File: src/rtl/synth_pkg.sv
// synth_pkg: shared opcodes, config selects, envelope state codes, command layout and reset defaults.
package synth_pkg;

   localparam int unsigned CMD_W   = 16;
   localparam int unsigned VALUE_W = 10;

   localparam int unsigned DEF_ATTACK_RATE  = 8;
   localparam int unsigned DEF_DECAY_RATE   = 4;
   localparam int unsigned DEF_SUSTAIN_LVL  = 512;
   localparam int unsigned DEF_RELEASE_RATE = 2;

   typedef enum logic [1:0] {
      OP_NOP      = 2'd0,
      OP_NOTE_ON  = 2'd1,
      OP_NOTE_OFF = 2'd2,
      OP_CONFIG   = 2'd3
   } opcode_e;

   typedef enum logic [1:0] {
      CFG_ATTACK  = 2'd0,
      CFG_DECAY   = 2'd1,
      CFG_SUSTAIN = 2'd2,
      CFG_RELEASE = 2'd3
   } cfg_sel_e;

   typedef enum logic [2:0] {
      ST_IDLE    = 3'd0,
      ST_ATTACK  = 3'd1,
      ST_DECAY   = 3'd2,
      ST_SUSTAIN = 3'd3,
      ST_RELEASE = 3'd4
   } env_state_e;

   typedef struct packed {
      opcode_e              op;
      cfg_sel_e             sel;
      logic [1:0]           rsvd;
      logic [VALUE_W-1:0]   value;
   } cmd_t;

endpackage

File: src/rtl/synth_env_ctrl_if.sv
// synth_env_ctrl_if: valid/ready command channel from the SPI register to the envelope controller.
interface synth_env_ctrl_if;
   import synth_pkg::*;

   logic [CMD_W-1:0] cmd_data;
   logic             cmd_valid;
   logic             cmd_ready;

   modport master (output cmd_data, output cmd_valid, input  cmd_ready);
   modport slave  (input  cmd_data, input  cmd_valid, output cmd_ready);

endinterface

File: src/rtl/env_tick_gen.sv
// env_tick_gen: free-running prescaler, tick_c high on the last count of every TICK_DIV cycles.
module env_tick_gen #(
   parameter int unsigned TICK_DIV = 48000
) (
   input  logic clk,
   input  logic rst_n,
   output logic tick_c
);

   localparam int unsigned   CNT_W    = $clog2(TICK_DIV);
   localparam logic [CNT_W-1:0] CNT_LAST = CNT_W'(TICK_DIV - 1);

   logic [CNT_W-1:0] cnt_q, cnt_d;

   always_comb begin
      cnt_d = cnt_q + CNT_W'(1);
      if (cnt_q == CNT_LAST) cnt_d = '0;
   end

   always_ff @(posedge clk) begin
      if (!rst_n) cnt_q <= '0;
      else        cnt_q <= cnt_d;
   end

   assign tick_c = (cnt_q == CNT_LAST);

endmodule

File: src/rtl/synth_env_ctrl.sv
// synth_env_ctrl: command decode and ADSR envelope sequencer for one synth voice.
// Build option SYNTH_ENV_LEGATO_EN: NOTE_ON on a sounding note continues from the current level.
module synth_env_ctrl
   import synth_pkg::*;
#(
   parameter int unsigned TICK_DIV = 48000,
   parameter int unsigned AMP_W    = 10
) (
   input  logic             clk,
   input  logic             rst_n,
   synth_env_ctrl_if.slave  cmd,
   output logic [AMP_W-1:0] amp_out,
   output logic             retrig,
   output logic             gate_out,
   output logic [2:0]       state_out
);

   logic             tick_c;
   logic             cmd_ready_q, cmd_ready_d;
   logic             dec_q, dec_d;
   cmd_t             cmd_q, cmd_d;
   env_state_e       state_q, state_d;
   logic [AMP_W-1:0] amp_q, amp_d;
   logic [AMP_W-1:0] peak_q, peak_d;
   logic [AMP_W-1:0] attack_q, attack_d;
   logic [AMP_W-1:0] decay_q, decay_d;
   logic [AMP_W-1:0] sustain_q, sustain_d;
   logic [AMP_W-1:0] release_q, release_d;
   logic             gate_q, gate_d;
   logic             retrig_q, retrig_d;

   logic [AMP_W-1:0] val_c, rate_val_c, target_c;
   logic [AMP_W:0]   attack_sum_c;
   logic             note_off_c, active_c, legal_c;
   logic             unused_c;

   function automatic logic [AMP_W-1:0] sat_add(input logic [AMP_W-1:0] a, input logic [AMP_W-1:0] b);
      logic [AMP_W:0] s;
      s = {1'b0, a} + {1'b0, b};
      return s[AMP_W] ? '1 : s[AMP_W-1:0];
   endfunction

   function automatic logic [AMP_W-1:0] sat_sub(input logic [AMP_W-1:0] a, input logic [AMP_W-1:0] b);
      return (a > b) ? (a - b) : '0;
   endfunction

   env_tick_gen #(.TICK_DIV(TICK_DIV)) u_tick (
      .clk    (clk),
      .rst_n  (rst_n),
      .tick_c (tick_c)
   );

   assign val_c        = AMP_W'(cmd_q.value);
   assign rate_val_c   = (val_c == '0) ? AMP_W'(1) : val_c;
   assign target_c     = (sustain_q < peak_q) ? sustain_q : peak_q;
   assign attack_sum_c = {1'b0, amp_q} + {1'b0, attack_q};
   assign active_c     = (state_q == ST_ATTACK) || (state_q == ST_DECAY) || (state_q == ST_SUSTAIN);
   assign legal_c      = active_c || (state_q == ST_IDLE) || (state_q == ST_RELEASE);
   assign unused_c     = ^cmd_q.rsvd;

   // Handshake, command decode and per-tick envelope stepping.
   always_comb begin
      cmd_ready_d = 1'b1;
      dec_d       = 1'b0;
      cmd_d       = cmd_q;
      state_d     = state_q;
      amp_d       = amp_q;
      peak_d      = peak_q;
      attack_d    = attack_q;
      decay_d     = decay_q;
      sustain_d   = sustain_q;
      release_d   = release_q;
      gate_d      = gate_q;
      retrig_d    = 1'b0;
      note_off_c  = 1'b0;

      if (cmd.cmd_valid && cmd_ready_q) begin
         cmd_d       = cmd_t'(cmd.cmd_data);
         dec_d       = 1'b1;
         cmd_ready_d = 1'b0;
      end

      if (dec_q) begin
         // A decode cycle owns the envelope; a coinciding tick step is dropped.
         unique case (cmd_q.op)
            OP_NOP: ;
            OP_NOTE_ON: begin
               peak_d = val_c;
               if (val_c == '0) begin
                  note_off_c = 1'b1;
               end else begin
                  gate_d  = 1'b1;
                  state_d = ST_ATTACK;
`ifdef SYNTH_ENV_LEGATO_EN
                  if (!active_c) retrig_d = 1'b1;
                  if (state_q == ST_IDLE) amp_d = '0;
`else
                  retrig_d = 1'b1;
                  amp_d    = '0;
`endif
               end
            end
            OP_NOTE_OFF: note_off_c = 1'b1;
            OP_CONFIG: begin
               unique case (cmd_q.sel)
                  CFG_ATTACK:  attack_d  = rate_val_c;
                  CFG_DECAY:   decay_d   = rate_val_c;
                  CFG_SUSTAIN: sustain_d = val_c;
                  CFG_RELEASE: release_d = rate_val_c;
               endcase
            end
         endcase
         if (note_off_c) begin
            gate_d = 1'b0;
            if (active_c) state_d = ST_RELEASE;
         end
      end else if (tick_c) begin
         case (state_q)
            ST_IDLE: amp_d = '0;
            ST_ATTACK: begin
               if (attack_sum_c >= {1'b0, peak_q}) begin
                  amp_d   = peak_q;
                  state_d = ST_DECAY;
               end else begin
                  amp_d = sat_add(amp_q, attack_q);
               end
            end
            ST_DECAY: begin
               // Snap once the next step would reach or pass the target.
               if (amp_q <= sat_add(target_c, decay_q)) begin
                  amp_d   = target_c;
                  state_d = ST_SUSTAIN;
               end else begin
                  amp_d = sat_sub(amp_q, decay_q);
               end
            end
            ST_SUSTAIN: ;
            ST_RELEASE: begin
               if (amp_q <= release_q) begin
                  amp_d   = '0;
                  state_d = ST_IDLE;
               end else begin
                  amp_d = sat_sub(amp_q, release_q);
               end
            end
            default: ;
         endcase
      end

      if (!legal_c) begin
         state_d = ST_IDLE;
         amp_d   = '0;
      end
   end

   always_ff @(posedge clk) begin
      if (!rst_n) begin
         cmd_ready_q <= 1'b1;
         dec_q       <= 1'b0;
         cmd_q       <= cmd_t'('0);
         state_q     <= ST_IDLE;
         amp_q       <= '0;
         peak_q      <= '0;
         attack_q    <= AMP_W'(DEF_ATTACK_RATE);
         decay_q     <= AMP_W'(DEF_DECAY_RATE);
         sustain_q   <= AMP_W'(DEF_SUSTAIN_LVL);
         release_q   <= AMP_W'(DEF_RELEASE_RATE);
         gate_q      <= 1'b0;
         retrig_q    <= 1'b0;
      end else begin
         cmd_ready_q <= cmd_ready_d;
         dec_q       <= dec_d;
         cmd_q       <= cmd_d;
         state_q     <= state_d;
         amp_q       <= amp_d;
         peak_q      <= peak_d;
         attack_q    <= attack_d;
         decay_q     <= decay_d;
         sustain_q   <= sustain_d;
         release_q   <= release_d;
         gate_q      <= gate_d;
         retrig_q    <= retrig_d;
      end
   end

   assign cmd.cmd_ready = cmd_ready_q;
   assign amp_out       = amp_q;
   assign retrig        = retrig_q;
   assign gate_out      = gate_q;
   assign state_out     = state_q;

endmodule
File: src/flat_wrapper.sv
// flat-port wrapper written by rule: the top's interface ports become plain ports
module synth_env_ctrl_flat import synth_pkg::*;
#(
   parameter int unsigned TICK_DIV = 48000,
   parameter int unsigned AMP_W    = 10
)
  (clk, rst_n, amp_out, retrig, gate_out, state_out, cmd_cmd_data, cmd_cmd_valid, cmd_cmd_ready);
  synth_env_ctrl_if cmd_i ();
  input  logic clk;
  input  logic rst_n;
  output logic [AMP_W-1:0] amp_out;
  output logic retrig;
  output logic gate_out;
  output logic [2:0] state_out;
  input wire logic [$bits(cmd_i.cmd_data)-1:0] cmd_cmd_data;
  input wire logic [$bits(cmd_i.cmd_valid)-1:0] cmd_cmd_valid;
  output wire logic [$bits(cmd_i.cmd_ready)-1:0] cmd_cmd_ready;
  assign cmd_i.cmd_data = cmd_cmd_data;
  assign cmd_i.cmd_valid = cmd_cmd_valid;
  assign cmd_cmd_ready = cmd_i.cmd_ready;
  synth_env_ctrl #(.TICK_DIV(TICK_DIV), .AMP_W(AMP_W)) u_core (.clk(clk), .rst_n(rst_n), .cmd(cmd_i), .amp_out(amp_out), .retrig(retrig), .gate_out(gate_out), .state_out(state_out));
endmodule
File: config.mk
export PLATFORM = sky130hd
export DESIGN_NAME = synth_env_ctrl_flat
export DESIGN_NICKNAME = d
export VERILOG_FILES = /design/src/rtl/synth_pkg.sv /design/src/rtl/synth_env_ctrl_if.sv /design/src/rtl/env_tick_gen.sv /design/src/rtl/synth_env_ctrl.sv /design/src/flat_wrapper.sv
export SDC_FILE = /design/constraint.sdc
export NUM_CORES = 1
export LEC_CHECK = 0
export BUFFER_PORTS_ARGS = -buffer_cell sky130_fd_sc_hd__buf_2
export CORE_AREA = 3 3 117 119
export DETAILED_ROUTE_END_ITERATION = 7
export DIE_AREA = 0 0 120 122
export PLACE_DENSITY_LB_ADDON = 0.12
export SETUP_SLACK_MARGIN = 0.02
export SYNTH_ARGS = -nofsm -noshare
export SYNTH_HDL_FRONTEND = slang
export SYNTH_SLANG_ARGS = --single-unit
File: constraint.sdc
create_clock -name clk -period 10.2 [get_ports clk]
set_clock_uncertainty 0.1 [all_clocks]
set_input_delay 1.53 -clock clk [delete_from_list [all_inputs] [get_ports clk]]
set_output_delay 1.53 -clock clk [all_outputs]
set_load 0.02 [all_outputs]
Word level (Yosys, flattened, before mapping). Cells that the tools add are included.

Register bits after elaboration: 97. Latch bits: 0. Bits in writable memories: 0. ROM bits: 0. Input port bits: 19. Output and inout port bits: 16. Word-level logic and storage cells: 100. Memories kept: 0.

Add/subtract/negate cells: 5. Multipliers: 0. Divide/modulo/power cells: 0. $lt $le $gt $ge: 6. Eq/ne operators: 17. Shifts and indexed selects: 0. Multiplexer cells: 33. Bitwise gates (word level): 1. Reduce and logical (&&, ||, !) cells: 23.

Operators by type and width (number): 10-bit 2-to-1 mux (13); 10-bit case mux with 4 select lines (1); 3-bit 2-to-1 mux (9); 10-bit by 10-bit adder with 11-bit output (2); 10-bit greater-than comparator (2); 10-bit less-or-equal comparator (2); 10-bit subtractor (2); 3-bit AND reduction (6); 16-bit by 1-bit adder with 16-bit output, second input constant (1); 16-bit equality test, second input constant (1); 11-bit by 10-bit >= comparator with 1-bit output (1); 10-bit logical NOT (1); 10-bit less-than comparator (1); 3-bit by 2-bit != test with 1-bit output, second input constant (3); 3-bit case mux with 3 select lines (1); 2-bit equality test, second input constant (4); 1-bit 2-to-1 mux (8); 3-bit by 2-bit equality test with 1-bit output, second input constant (2); 2-bit != test, second input constant (3); 5-bit AND reduction (1); 5-bit nonzero test (1); 2-bit by 1-bit equality test with 1-bit output, second input constant (2); 1-bit logical OR (4); 2-bit AND reduction (2); other kinds (11) (12).

Longest topological paths before layout. Gate-level depths: netlist (run 1).

Depth in word-level cells: 9. Depth in mapped cells: 26. Gate-level depth less buffers: 24.

Hierarchy. A second synthesis (run 1) with hierarchy kept.

Cell total of the unflattened synthesis: 864. Area total of the unflattened synthesis: 6710.2 um2.

Modules (own cells, without submodules): synth_env_ctrl (instances 1, cells an instance 785, area an instance 6009.5 um2, sequential area each 1621.6 um2); env_tick_gen (instances 1, cells an instance 79, area an instance 700.7 um2, sequential area each 320.3 um2).

Worst setup path before layout (run 1). No wires, ideal clock.

Kind: reg-to-reg. Start point: register u_core.peak_q[7]. End point: register u_core.amp_q[7] (netlist: u_core.amp_out[7]). Setup time: 0.086 ns. Data arrival time: 5.454 ns. Required time: 10.014 ns. Slack: 4.560 ns. Stages on the path, launching flop included: 27. Path buffers: 2. Clock period less this slack: 5.640 ns. Path through: dfxtp_1 inv_1 ha_1 a21o_1 a21o_1 a21oi_1 o21ai_4 mux2_2 ha_1 fa_1 a21o_1 a21oi_1 o21bai_1 a21oi_1 o21ai_1 a31o_2 clkbuf_1 or2_1 ha_1 nand2b_1 a211oi_2 a2111oi_2 or4_1 buf_6 nor3_2 a2111oi_0 a211oi_1.

Word-level cells in the longest chain between the ends: 9. Elaborated cells between the ends (all ways): 11. Classes of those cells: add/sub: 1; order compare: 3; mux: 7.

RTL lines: start, declared (RTL line synth_env_ctrl.sv:24) `logic [AMP_W-1:0] peak_q, peak_d;`; start signal, assigned (RTL line synth_env_ctrl.sv:176) `peak_q <= peak_d;`; 10-bit less-than comparator (RTL line synth_env_ctrl.sv:55) `assign target_c = (sustain_q < peak_q) ? sustain_q : peak_q;`; 10-bit 2-to-1 mux (RTL line synth_env_ctrl.sv:55); 10-bit by 10-bit adder with 11-bit output (RTL line synth_env_ctrl.sv:39) `s = {1'b0, a} + {1'b0, b};`; 10-bit 2-to-1 mux (RTL line synth_env_ctrl.sv:40) `return s[AMP_W] ? '1 : s[AMP_W-1:0];`; 10-bit less-or-equal comparator (RTL line synth_env_ctrl.sv:130) `if (amp_q <= sat_add(target_c, decay_q)) begin`; 10-bit 2-to-1 mux (RTL line synth_env_ctrl.sv:130); 10-bit case mux with 4 select lines (*) (RTL line synth_env_ctrl.sv:118) `case (state_q)`; 10-bit 2-to-1 mux (*) (RTL line synth_env_ctrl.sv:117) `end else if (tick_c) begin`; 10-bit 2-to-1 mux (*) (RTL line synth_env_ctrl.sv:83) `if (dec_q) begin`; end signal, assigned (RTL line synth_env_ctrl.sv:175) `amp_q <= amp_d;`; end, declared (RTL line synth_env_ctrl.sv:23) `logic [AMP_W-1:0] amp_q, amp_d;`.

Every way passes the cells marked *; elsewhere a longest branch is shown, timed or not. The select of a mux whose other input is x is not followed. A chain may end at the register's enable or synchronous reset.

Worst setup path after layout (run 1). Same ends and word-level chain as after synthesis.

==> results of run 1 <==
-- cell families (layout without fill, tap and decap cells) --
group | after synthesis | count (layout) | synth area share, %
compound gates | 231 | 231 | 23.3
xor+xnor | 37 | 37 | 4.66
fa+ha+maj | 77 | 77 | 14.3
buf+inv | 80 | 104 | 4.45
flops | 97 | 97 | 28.0
mux | 12 | 12 | 1.95
simple gates | 344 | 344 | 23.4
-- cell type report --
type	count	area share (%)
Sequential cell	97	25.8
Timing Repair Buffer	34	2.32
Clock buffer	10	3.17
Tap cell	172	2.86
Multi-Input combinational cell	701	62.4
Inverter	54	2.69
Clock inverter	6	0.814
-- cell usage in the layout (no fill, tap or decap), types with 4 or more instances in the layout --
| master | instances |
|---|---|
| o211ai_1 | 4 |
| a31oi_1 | 7 |
| nand3_1 | 24 |
| xor2_1 | 14 |
| a22o_1 | 5 |
| buf_2 | 32 |
| a21o_1 | 13 |
| nand2b_1 | 13 |
| and2_1 | 7 |
| a21oi_1 | 48 |
| inv_1 | 54 |
| o2111ai_1 | 7 |
| nor3_1 | 21 |
| or3_1 | 6 |
| and3_1 | 5 |
| nand3b_1 | 6 |
| o21ai_1 | 4 |
| o21ai_0 | 27 |
| or2_2 | 5 |
| a211oi_1 | 16 |
| nor2b_1 | 5 |
| ha_1 | 73 |
| clkbuf_16 | 9 |
| nand4_1 | 12 |
| fa_1 | 4 |
| o21a_1 | 6 |
| dfxtp_1 | 97 |
| a21boi_0 | 59 |
| mux2_2 | 8 |
| nand2_1 | 161 |
| nor2_1 | 56 |
| xnor2_1 | 23 |
-- stage by stage --
step           total power [mW]  hold WS, ps
2_1_floorplan             0.426          318
3_3_place_gp              0.441          327
3_5_place_dp              0.443          356
4_1_cts                   0.783          369
5_1_grt                   0.806          387
6_report                  0.781          367
-- cells in the mapped netlist (4+ instances only) --
| cell type | n |
|---|---|
| a211oi_1 | 16 |
| nand3_1 | 24 |
| nand3b_1 | 6 |
| nand4_1 | 12 |
| o21ai_1 | 4 |
| o211ai_1 | 4 |
| a22o_1 | 5 |
| dfxtp_1 | 97 |
| o21ai_0 | 27 |
| nor3_1 | 22 |
| a21oi_1 | 48 |
| nor2_1 | 56 |
| clkbuf_1 | 24 |
| nand2b_1 | 13 |
| o2111ai_1 | 7 |
| a31oi_1 | 7 |
| and2_1 | 7 |
| ha_1 | 73 |
| nor2b_1 | 5 |
| a21o_1 | 13 |
| nand2_1 | 161 |
| inv_1 | 54 |
| o21a_1 | 6 |
| or2_2 | 5 |
| and3_1 | 5 |
| a21boi_0 | 59 |
| fa_1 | 4 |
| mux2_2 | 8 |
| xnor2_1 | 23 |
| or3_1 | 6 |
| xor2_1 | 14 |
-- power groups by stage --
stage	Sequential [mW]	Clock (mW)	Combinational, mW
floorplan	0.399	0	0.0269
global placement	0.404	0	0.0367
detailed placement	0.405	0	0.0379
CTS	0.396	0.349	0.0382
global route	0.397	0.366	0.0433
finish	0.396	0.347	0.0383
-- flip-flops by register name, summed over array words and instances (netlist names) --
signal	flops
u_core.gate_out	1
u_core.attack_q	10
u_core.amp_out	10
u_core.cmd.cmd_ready	1
u_core.decay_q	10
u_core.state_out	3
u_core.peak_q	10
u_core.cmd_q	4
u_core.u_tick.cnt_q	16
u_core.val_c	10
u_core.release_q	10
u_core.dec_q	1
u_core.sustain_q	10
u_core.retrig	1
-- worst max-delay path, cell delays in order, from the launching register on --
cell,delay [ps]
dfxtp_1,380
inv_1,100
ha_1,320
a21o_1,160
a21o_1,200
a21oi_1,300
o21ai_4,180
mux2_2,360
ha_1,220
fa_1,410
a21o_1,180
a21oi_1,230
o21bai_1,90
a21oi_1,360
o21ai_1,170
a31o_2,340
a21oi_1,140
ha_1,280
a21oi_1,130
o21ai_1,90
a2111oi_2,580
or4_1,390
nor3_2,80
a2111oi_0,580
a211oi_1,150
-- metal layers --
layer / global-route usage (%) / vias to the layer above
met3: 4.41 / 42
met2: 44.5 / 239
met1: 37.6 / 2957
met4: 10.4 / 0
met5: 0 / -
li1: - / 3149
-- worst min path at each step --
stage,depth (start not counted),endpoint,startpoint,slack (ps)
floorplan,1,u_core.u_tick.cnt_q[0],u_core.u_tick.cnt_q[0],320
global placement,1,u_core.u_tick.cnt_q[0],u_core.u_tick.cnt_q[0],330
detailed placement,1,u_core.u_tick.cnt_q[0],u_core.u_tick.cnt_q[0],360
CTS,1,u_core.u_tick.cnt_q[0],u_core.u_tick.cnt_q[0],370
global route,1,u_core.u_tick.cnt_q[0],u_core.u_tick.cnt_q[0],390
finish,2,u_core.release_q[6],u_core.release_q[6],370
==> results.md, run 1 <==
- Fin Setup TNS: 0 ps
- Multi-input logic area: 0.00470 mm2
- VDD IR max: 0.0950 mV
- Final hold vios: 0
- Port Buffers: 32
- Vias in the first global route: 6068
- Max clock buf depth: 2
- Sw Ratio: 26.3%
- CP arrival: 6800 ps
- Worst setup path startpoint: u_core.peak_q[7]
- TritonCTS clock tree: yes
- Fin nets: 993
- Worst setup SP type: flip-flop
- DRT antenna net count: 0
- # H-tree levels: 3
- Internal: 0.576 mW
- Combinational power share: 4.9%
- Fmax: 0.150 GHz
- Grt total ovfl: 0
- Part of the power in registers: 50.7%
- Worst Tran Pin Value: 876 ps
- Synth area leader: dfxtp_1
- Cell Pwr Density: 104 mW/mm2
- WL met2: 8820 um
- Met3 WL: 1220 um
- Final Routed Wirelength: 19800 um
- Drt wl/cell: 18.4 um
- Max-cap violations: 0
- Clock-pin slew on the worst setup and hold paths: 80 ps
- GP Congestion: 0.983
- Row count: 41
- Pre-CTS setup slack: 3620 ps
- Drt initial violations: 548
- Top post-synthesis cells by area: dfxtp_1 (28%), ha_1 (13%), nand2_1 (8.7%), a21boi_0 (6.4%), a21oi_1 (3.5%)
- N_diodes: 0
- Finished Layout Cells: 1074
- Reg2reg start: u_core.peak_q[7]
- Mean area per synthesized cell: 7.91 um2
- Worst EP required: 10310 ps
- FFs w/ async S/R, synth: 0%
- CTS Hold Buffers Added: 0
- Placed cell areas: 0.00724 mm2
- Die Ht: 122 um
- I/O pin total: 35
- Post-CTS setup buffer count: 0
- Count of cell types in the netlist: 77
- Gr usage total: 27.7%
- Syn_nets: 974
- Share of layout cells above drive strength 1: 9.20%
- Die area: 0.0146 mm2
- YS warnings: 0
- DP HPWL: 15000 um
- Post-synthesis register bit count: 97
- Vias per cell: 5.95
- Post_cts resized: 0
- DRT Pass-1 Iters: 5
- Max Used Layer: met4
- Clock Latency Late Sink: 360 ps
- Flop2flop setup slack: 3510 ps
- Fin crit period: 6690 ps
- Leak pwr: 3.00 nW
- Clock Sinks: 97
- Post-synthesis sequential area ratio: 28.0%
- Residual DRC: 0
- Endpoints failing setup: 0
- Placed Instances: 1058
- RR Endpoint: u_core.amp_out[7]
- Mapped Area: 0.00695 mm2
- Main synth FF type: dfxtp_1
- RSZ-0062 raised after global routing: no
- First-pass GRT wire length: 31500 um
- Area growth from synthesis to layout: 8.48%
- Critical path destination: u_core.amp_out[7]
- Clock network fraction of total power: 44.4%
- Rel. slew slack: 41.3%
- Filler Cell Count: 1150
- Post-Route M1 WL: 9040 um
- Die X-Extent: 120 um
- Cell count after synthesis: 878
- Final core utilization: 59.5%
- Critical path start-end classification: flip-flop to flip-flop
- Switching power: 0.205 mW
- Design area: 0.00754 mm2
- Synth top area share: 28.0%
- Sequential cell area: 0.00194 mm2
- Max FO, Critical Path: 9
- Total CTS buffers: 9
- Initial Util: 54.8%
- Initial antenna violation count: 0
- Hold crit path type: flip-flop to flip-flop
- Reg2reg path depth: 24
- Crit. End Element: flip-flop
- Max Slew Vio Count: 0
- Largest net degree at the start of global routing: 74
- Vias: 6387
- Post-synth EDFFs: 0
- Tcrit/Tclk final: 65.6%
- Status: finished clean
- Clk root buf: clkbuf_16
- Worst Slack Setup Final: 3510 ps
- Core Box Area: 0.0127 mm2
(Power assumes the default switching activity.)
==> run 2, diff against run 1 <==
- ABC_AREA: unset -> 1
- CORE_AREA: 3 3 117 119 -> 3 3 118 120
- DIE_AREA: 0 0 120 122 -> 0 0 121 123
- clock period: 10.2 -> 6 ns (I/O delays scaled with it)
==> run 2 against run 1 <==
  * Area after synthesis up 1.6%
  * Die area grew 1.7%
  * Design area rose by 1.4%
  * Clock power up 67%
  * First-iteration DRC count decreased by 7.3%
  * Critical endpoint is now u_core.state_out[0]
==> results.md, run 2 <==
- Gr busiest metal: met2
- Critical path start-end classification: flip-flop to flip-flop
- Top post-synthesis cells by area: dfxtp_1 (28%), nand2_1 (14%), ha_1 (13%), inv_1 (7.7%), nand3_1 (7.0%)
- DRT antenna net count: 0 (unchanged)
- Vias per cell: 5.35 (-10%)
- Worst EP required: 6150 ps (-4160 ps)
- Most numerous cell in the Yosys netlist: nand2_1
- Max-cap violations: 0 (unchanged)
- VDD IR max: 0.195 mV (+110%)
- First-pass GRT wire length: 31000 um (-1.6%)
- Commonest non-fill, non-tap cells in the layout: nand2_1 (263), inv_1 (144), nand3_1 (99)
- Area growth from synthesis to layout: 8.28%
- Fin Setup TNS: 0 ps (unchanged)
- Final hold vios: 0 (unchanged)
- Clock Latency Late Sink: 360 ps (about the same)
- Post-synth EDFFs: 0 (unchanged)
- Drt wl/cell: 15.2 um (-18%)
- Drt initial violations: 508 (-7.3%)
- Post-synthesis sequential area ratio: 27.5% (-0.45 points)
- Synth top area share: 27.5% (-0.45 points)
- Filler Cell Count: 1328 (+15%)
- Top cells by count, synth: nand2_1 (263), inv_1 (144), nand3_1 (99)
- Endpoints failing setup: 0 (unchanged)
- Clock Sinks: 97 (unchanged)
- Residual DRC: 0 (unchanged)
- Row count: 42 (+2.4%)
- Total power: 1.37 mW (+76%)
- Largest Register: u_core.u_tick.cnt_q
- Fin crit period: 5260 ps (-1430 ps)
- DP HPWL: 15100 um (+0.35%)
- DRT Pass-1 Iters: 5 (unchanged)
- Initial Util: 53.9% (-0.87 points)
- Mean area per synthesized cell: 6.62 um2 (-16%)
- Max FO, Critical Path: 11 (+2)
- Cell count after synthesis: 1066 (+21%)
- Largest net degree at the start of global routing: 54 (-27%)
- I/O pin total: 35 (unchanged)
- Clock-pin slew on the worst setup and hold paths: 70 ps (about the same)
- GP Congestion: 0.948 (-3.5%)
- Max incr delay on CP: 370 ps (-210 ps)
- Placed Instances: 1250 (+18%)
- Syn_nets: 1162 (+19%)
- Finished Layout Cells: 1265 (+18%)
- Gr usage total: 26.8% (-0.85 points)
- Die area: 0.0149 mm2 (+1.7%)
- Clk root buf: clkbuf_16
- Die X-Extent: 121 um (+0.83%)
- Main synth FF type: dfxtp_1
- Fin nets: 1181 (+19%)
- CTS Hold Buffers Added: 0 (unchanged)
- CP max stage cell: ha_1
- Reg2reg path depth: 31 (+29%)
- Max clock buf depth: 2 (unchanged)
- N_diodes: 0 (unchanged)
- Vias in the first global route: 6100 (+0.53%)
- Die Ht: 123 um (+0.82%)
- FFs w/ async S/R, synth: 0% (unchanged)
- Worst Tran Pin Value: 1110 ps (+238 ps)
- Cell Pwr Density: 180 mW/mm2 (+73%)
- Fmax: 0.190 GHz (+27%)
- Max FFs per register: 16 (unchanged)
- Final Routed Wirelength: 19200 um (-3.1%)
- Max Slew Vio Count: 0 (unchanged)
- Initial antenna violation count: 0 (unchanged)
- Total CTS buffers: 9 (unchanged)
- Rel. slew slack: 25.3% (-16 points)
- RSZ-0062 raised after global routing: no
- Post_cts resized: 0 (unchanged)
- YS warnings: 0 (unchanged)
- Vias: 6768 (+6.0%)
- Crit. End Element: flip-flop
- Core Box Area: 0.0131 mm2 (+3.3%)
- Leak pwr: 3.75 nW (+25%)
- Met1 GRT Util: 36.6% (-0.96 points)
- Synth area leader: dfxtp_1
- # H-tree levels: 3 (unchanged)
- Count of cell types in the netlist: 42 (-45%)
- Port Buffers: 32 (unchanged)
- Hold crit path type: flip-flop to flip-flop
- CP dominant cell by count: nand2_1
- TritonCTS clock tree: yes
- Met3 usage: 3.89% (-0.52 points)
- Grt total ovfl: 0 (unchanged)
- Min-Delay Path Depth: 1 (-1)
- Post-synthesis register bit count: 97 (unchanged)
- Most common cell after layout, fill and taps aside: nand2_1
- Mapped Area: 0.00706 mm2 (+1.6%)
- Post-CTS setup buffer count: 0 (unchanged)
- Share of layout cells above drive strength 1: 7.62% (-1.6 points)
- CP arrival: 5410 ps (-1390 ps)
- Met2 Usage GRT: 44.1% (-0.39 points)
- Worst setup SP type: flip-flop
- Status: finished clean
- Tcrit/Tclk final: 87.6% (+22 points)
## run 2: worst paths after layout
| path | start | to | slack, ps |
|---|---|---|---|
| hold / removal | u_core.u_tick.cnt_q[0] | u_core.u_tick.cnt_q[0] | 350 |
| setup reg to reg | u_core.peak_q[5] | u_core.state_out[0] | 740 |
| hold reg to reg | u_core.u_tick.cnt_q[0] | u_core.u_tick.cnt_q[0] | 350 |
| setup / recovery | u_core.peak_q[5] | u_core.state_out[0] | 740 |
## run 2: routing by layer
metal / share of wire [%] / vias to the layer above / routed length (um)
li1: - / 3551 / -
met1: 47 / 3017 / 8970
met2: 45 / 175 / 8660
met3: 5.8 / 25 / 1110
met4: 2.3 / 0 / 436
met5: 0 / - / 0
## run 2: stage by stage
| step | hold WS (ps) | instance area, um2 | setup slack [ps] | util (%) |
|---|---|---|---|---|
| after global routing | 365 | 7640 | 155 | 58.4 |
| after CTS | 355 | 7640 | 824 | 58.4 |
| after detailed placement | 346 | 7350 | 856 | 56.2 |
| final | 350 | 7640 | 744 | 58.4 |
| after global placement | 331 | 7350 | 843 | 56.2 |
| after floorplan | 318 | 7060 | 2000 | - |
## run 2: cells by family after synthesis
kind of cell	after synthesis	synth area share, %
AND/OR/NAND/NOR	493	30.8
AO/OA/AOI/OAI	200	15.2
buffers and inverters	177	9.70
flip-flops	97	27.5
adder cells (fa/ha/maj)	77	14.1
XOR/XNOR	22	2.73
## run 2: where the power goes
group / switching (mW) / internal, mW
clock network: 0.255 / 0.325
logic: 0.0898 / 0.0377
registers: 0.0106 / 0.655
## run 2: worst max-delay path: cells and delay by family, from the launching register on
family | cells | cell delay, ps
AOI/OAI and AO/OA | 4 | 680
xor gates and xnor gates | 1 | 150
adders and majority gates | 3 | 940
buffers and inverters | 3 | 520
DFF | 1 | 310
and+or+nand+nor | 20 | 2420
## run 2: layout make-up
class	instances	area (um2)	share of cell area (%)
well taps	176	220	2.88
inverters	150	563	7.37
clock buffers	10	229	3.00
repair buffers	35	183	2.39
flip-flops and latches	97	1940	25.4
clock inverters	5	63.8	0.835
multi-input cells	792	4440	58.1
==> run 3, diff against run 2 <==
- clock period: 6 -> 5.75 ns (I/O delays scaled with it)
==> run 3 against run 2 <==
  * Fmax is 2.2% higher
  * Global-route usage is 0.14 points lower
  * Worst hold slack better by 0.51 ps
  * Sequential share of layout area stayed put
  * Largest cell class unchanged
  * Die area stayed put
  * Highest routed layer unchanged
  * First-iteration DRC count is 4.9% higher
  * Combinational power is 6% higher
  * Register-to-register slack worse by 140 ps
  * Power is 4.5% higher
  * Worst setup slack worse by 140 ps
  * Wire length is 0.18% higher
==> results.md, run 3 (synthesized netlist as in run 2, its figures left out) <==
- Die Ht: 123 um (unchanged)
- N_diodes: 0 (unchanged)
- Area growth from synthesis to layout: 8.28% (unchanged)
- Filler Cell Count: 1300 (-2.1%)
- Core Box Area: 0.0131 mm2 (unchanged)
- Endpoints failing setup: 0 (unchanged)
- Top delay family on crit path: simple AND/OR/NAND/NOR gates
- Design area: 0.00764 mm2 (unchanged)
- TritonCTS clock tree: yes
- Largest net degree at the start of global routing: 54 (unchanged)
- Clock-pin slew on the worst setup and hold paths: 70 ps (about the same)
- Most common cell after layout, fill and taps aside: nand2_1
- Crit. End Element: flip-flop
- Max FFs per register: 16 (unchanged)
- Tcrit/Tclk final: 89.4% (+1.8 points)
- Max-cap violations: 0 (unchanged)
- Final hold vios: 0 (unchanged)
- Largest Register: u_core.u_tick.cnt_q
- Leak pwr: 3.75 nW (about the same)
- Drt wl/cell: 15.2 um (+0.18%)
- Min Hold Slack: 351 ps (+0.514 ps)
- Gr usage total: 26.7% (-0.14 points)
- Reg2reg path depth: 31 (unchanged)
- Port Buffers: 32 (unchanged)
- Placed cell areas: 0.00735 mm2 (unchanged)
- Initial antenna violation count: 0 (unchanged)
- Clock Sinks: 97 (unchanged)
- Max Slew Vio Count: 0 (unchanged)
- Share of layout cells above drive strength 1: 7.71% (+0.092 points)
- Rel. slew slack: 25.3% (-0.050 points)
- Max FO, Critical Path: 11 (unchanged)
- Residual DRC: 0 (unchanged)
- Min-Delay Endpoint: u_core.u_tick.cnt_q[0]
- Vias: 6718 (-0.74%)
- Commonest non-fill, non-tap cells in the layout: nand2_1 (263), inv_1 (143), nand3_1 (99)
- Clk root buf: clkbuf_16
- Flop2flop setup slack: 610 ps (-140 ps)
- Die X-Extent: 121 um (unchanged)
- Worst EP required: 5900 ps (-250 ps)
- Buf/Inv on CP: 3 (unchanged)
- Cell Pwr Density: 188 mW/mm2 (+4.5%)
- DRT antenna net count: 0 (unchanged)
- CTS Hold Buffers Added: 0 (unchanged)
- GP Congestion: 0.954 (+0.66%)
- Worst Tran Pin Value: 1110 ps (+0.754 ps)
- Vias in the first global route: 6071 (-0.48%)
- Fin Setup TNS: 0 ps (unchanged)
- DP HPWL: 15100 um (+0.39%)
- Grt total ovfl: 0 (unchanged)
- CP dominant cell by count: nand2_1
- Clock Latency Late Sink: 360 ps (about the same)
- Total CTS buffers: 9 (unchanged)
- Reg2reg start: u_core.peak_q[5]
- Critical path start-end classification: flip-flop to flip-flop
- VDD IR max: 0.179 mV (-8.2%)
- Fin crit period: 5140 ps (-113 ps)
- Final Routed Wirelength: 19200 um (+0.18%)
- Vias per cell: 5.31 (-0.74%)
- Fin nets: 1181 (unchanged)
- CP arrival: 5290 ps (-120 ps)
- Worst setup SP type: flip-flop
- Drt initial violations: 533 (+4.9%)
- CP max stage cell: ha_1
- Hold wc startpoint: u_core.u_tick.cnt_q[0]
- Row count: 42 (unchanged)
- Max incr delay on CP: 370 ps (about the same)
- RR Endpoint: u_core.state_out[1]
- Fmax: 0.194 GHz (+2.2%)
- Initial Util: 53.9% (unchanged)
- First-pass GRT wire length: 30700 um (-0.91%)
- Min-Delay Path Depth: 1 (unchanged)
- # H-tree levels: 3 (unchanged)
- Post_cts resized: 0 (unchanged)
- I/O pin total: 35 (unchanged)
- RSZ-0062 raised after global routing: no
- Post-CTS setup buffer count: 0 (unchanged)
- Max clock buf depth: 2 (unchanged)
- Die area: 0.0149 mm2 (unchanged)
- DRT Pass-1 Iters: 5 (unchanged)
- Hold crit path type: flip-flop to flip-flop
- Status: finished clean
==> run 3: changes by cell type in the layout (fill, tap and decap cells not counted) <==
cell and change:
inv_1 -1, inv_2 +1
==> run 3: worst max path at each step <==
stage	from	to	slack [ps]	cells after the start
floorplan	u_core.peak_q[9]	u_core.amp_out[2]	1750	29
global placement	u_core.peak_q[5]	u_core.state_out[1]	600	31
detailed placement	u_core.peak_q[5]	u_core.state_out[1]	600	31
CTS	u_core.peak_q[5]	u_core.state_out[1]	570	31
global route	u_core.peak_q[5]	u_core.state_out[2]	50	30
finish	u_core.peak_q[5]	u_core.state_out[1]	610	31
==> run 3: power breakdown <==
part           switching [mW]  total [mW]  internal, mW
combinational          0.0942       0.134        0.0394
sequential             0.0109       0.695         0.684
clock                   0.268       0.607         0.339
==> run 3: area by class of cell <==
type	count	area (um2)	share of cell area, %
clock buffer	10	229	3.00
clock inverter	5	63.8	0.835
inverter	150	563	7.37
multi-input combinational	792	4440	58.1
sequential	97	1940	25.4
tap	176	220	2.88
timing repair buffer	35	183	2.39
==> run 3: worst register-to-register path: cells and delay by family (launching register included) <==
kind / cells / cell delay, ps
adder cells (fa/ha/maj): 3 / 970
buffers and inverters: 3 / 390
AO/OA/AOI/OAI: 4 / 670
flip-flops: 1 / 330
XOR/XNOR: 1 / 150
AND/OR/NAND/NOR: 20 / 2420
==> run 3: layer usage <==
layer	part of all wire [%]	vias up	global-route usage, %
met3	5.2	36	4.07
li1	-	3549	-
met5	0	-	0
met1	47	2971	35.7
met2	45	162	43.4
met4	3.4	0	10.6
==> run 3: through the flow <==
| stage | setup slack, ps | std cells | util, % | total power [mW] |
|---|---|---|---|---|
| after floorplan | 1750 | 1066 | - | 0.802 |
| after global placement | 599 | 1250 | 56.2 | 0.841 |
| after detailed placement | 601 | 1250 | 56.2 | 0.843 |
| after CTS | 572 | 1265 | 58.4 | 1.44 |
| after global routing | 52.5 | 1265 | 58.4 | 1.48 |
| final | 608 | 1265 | 58.4 | 1.44 |
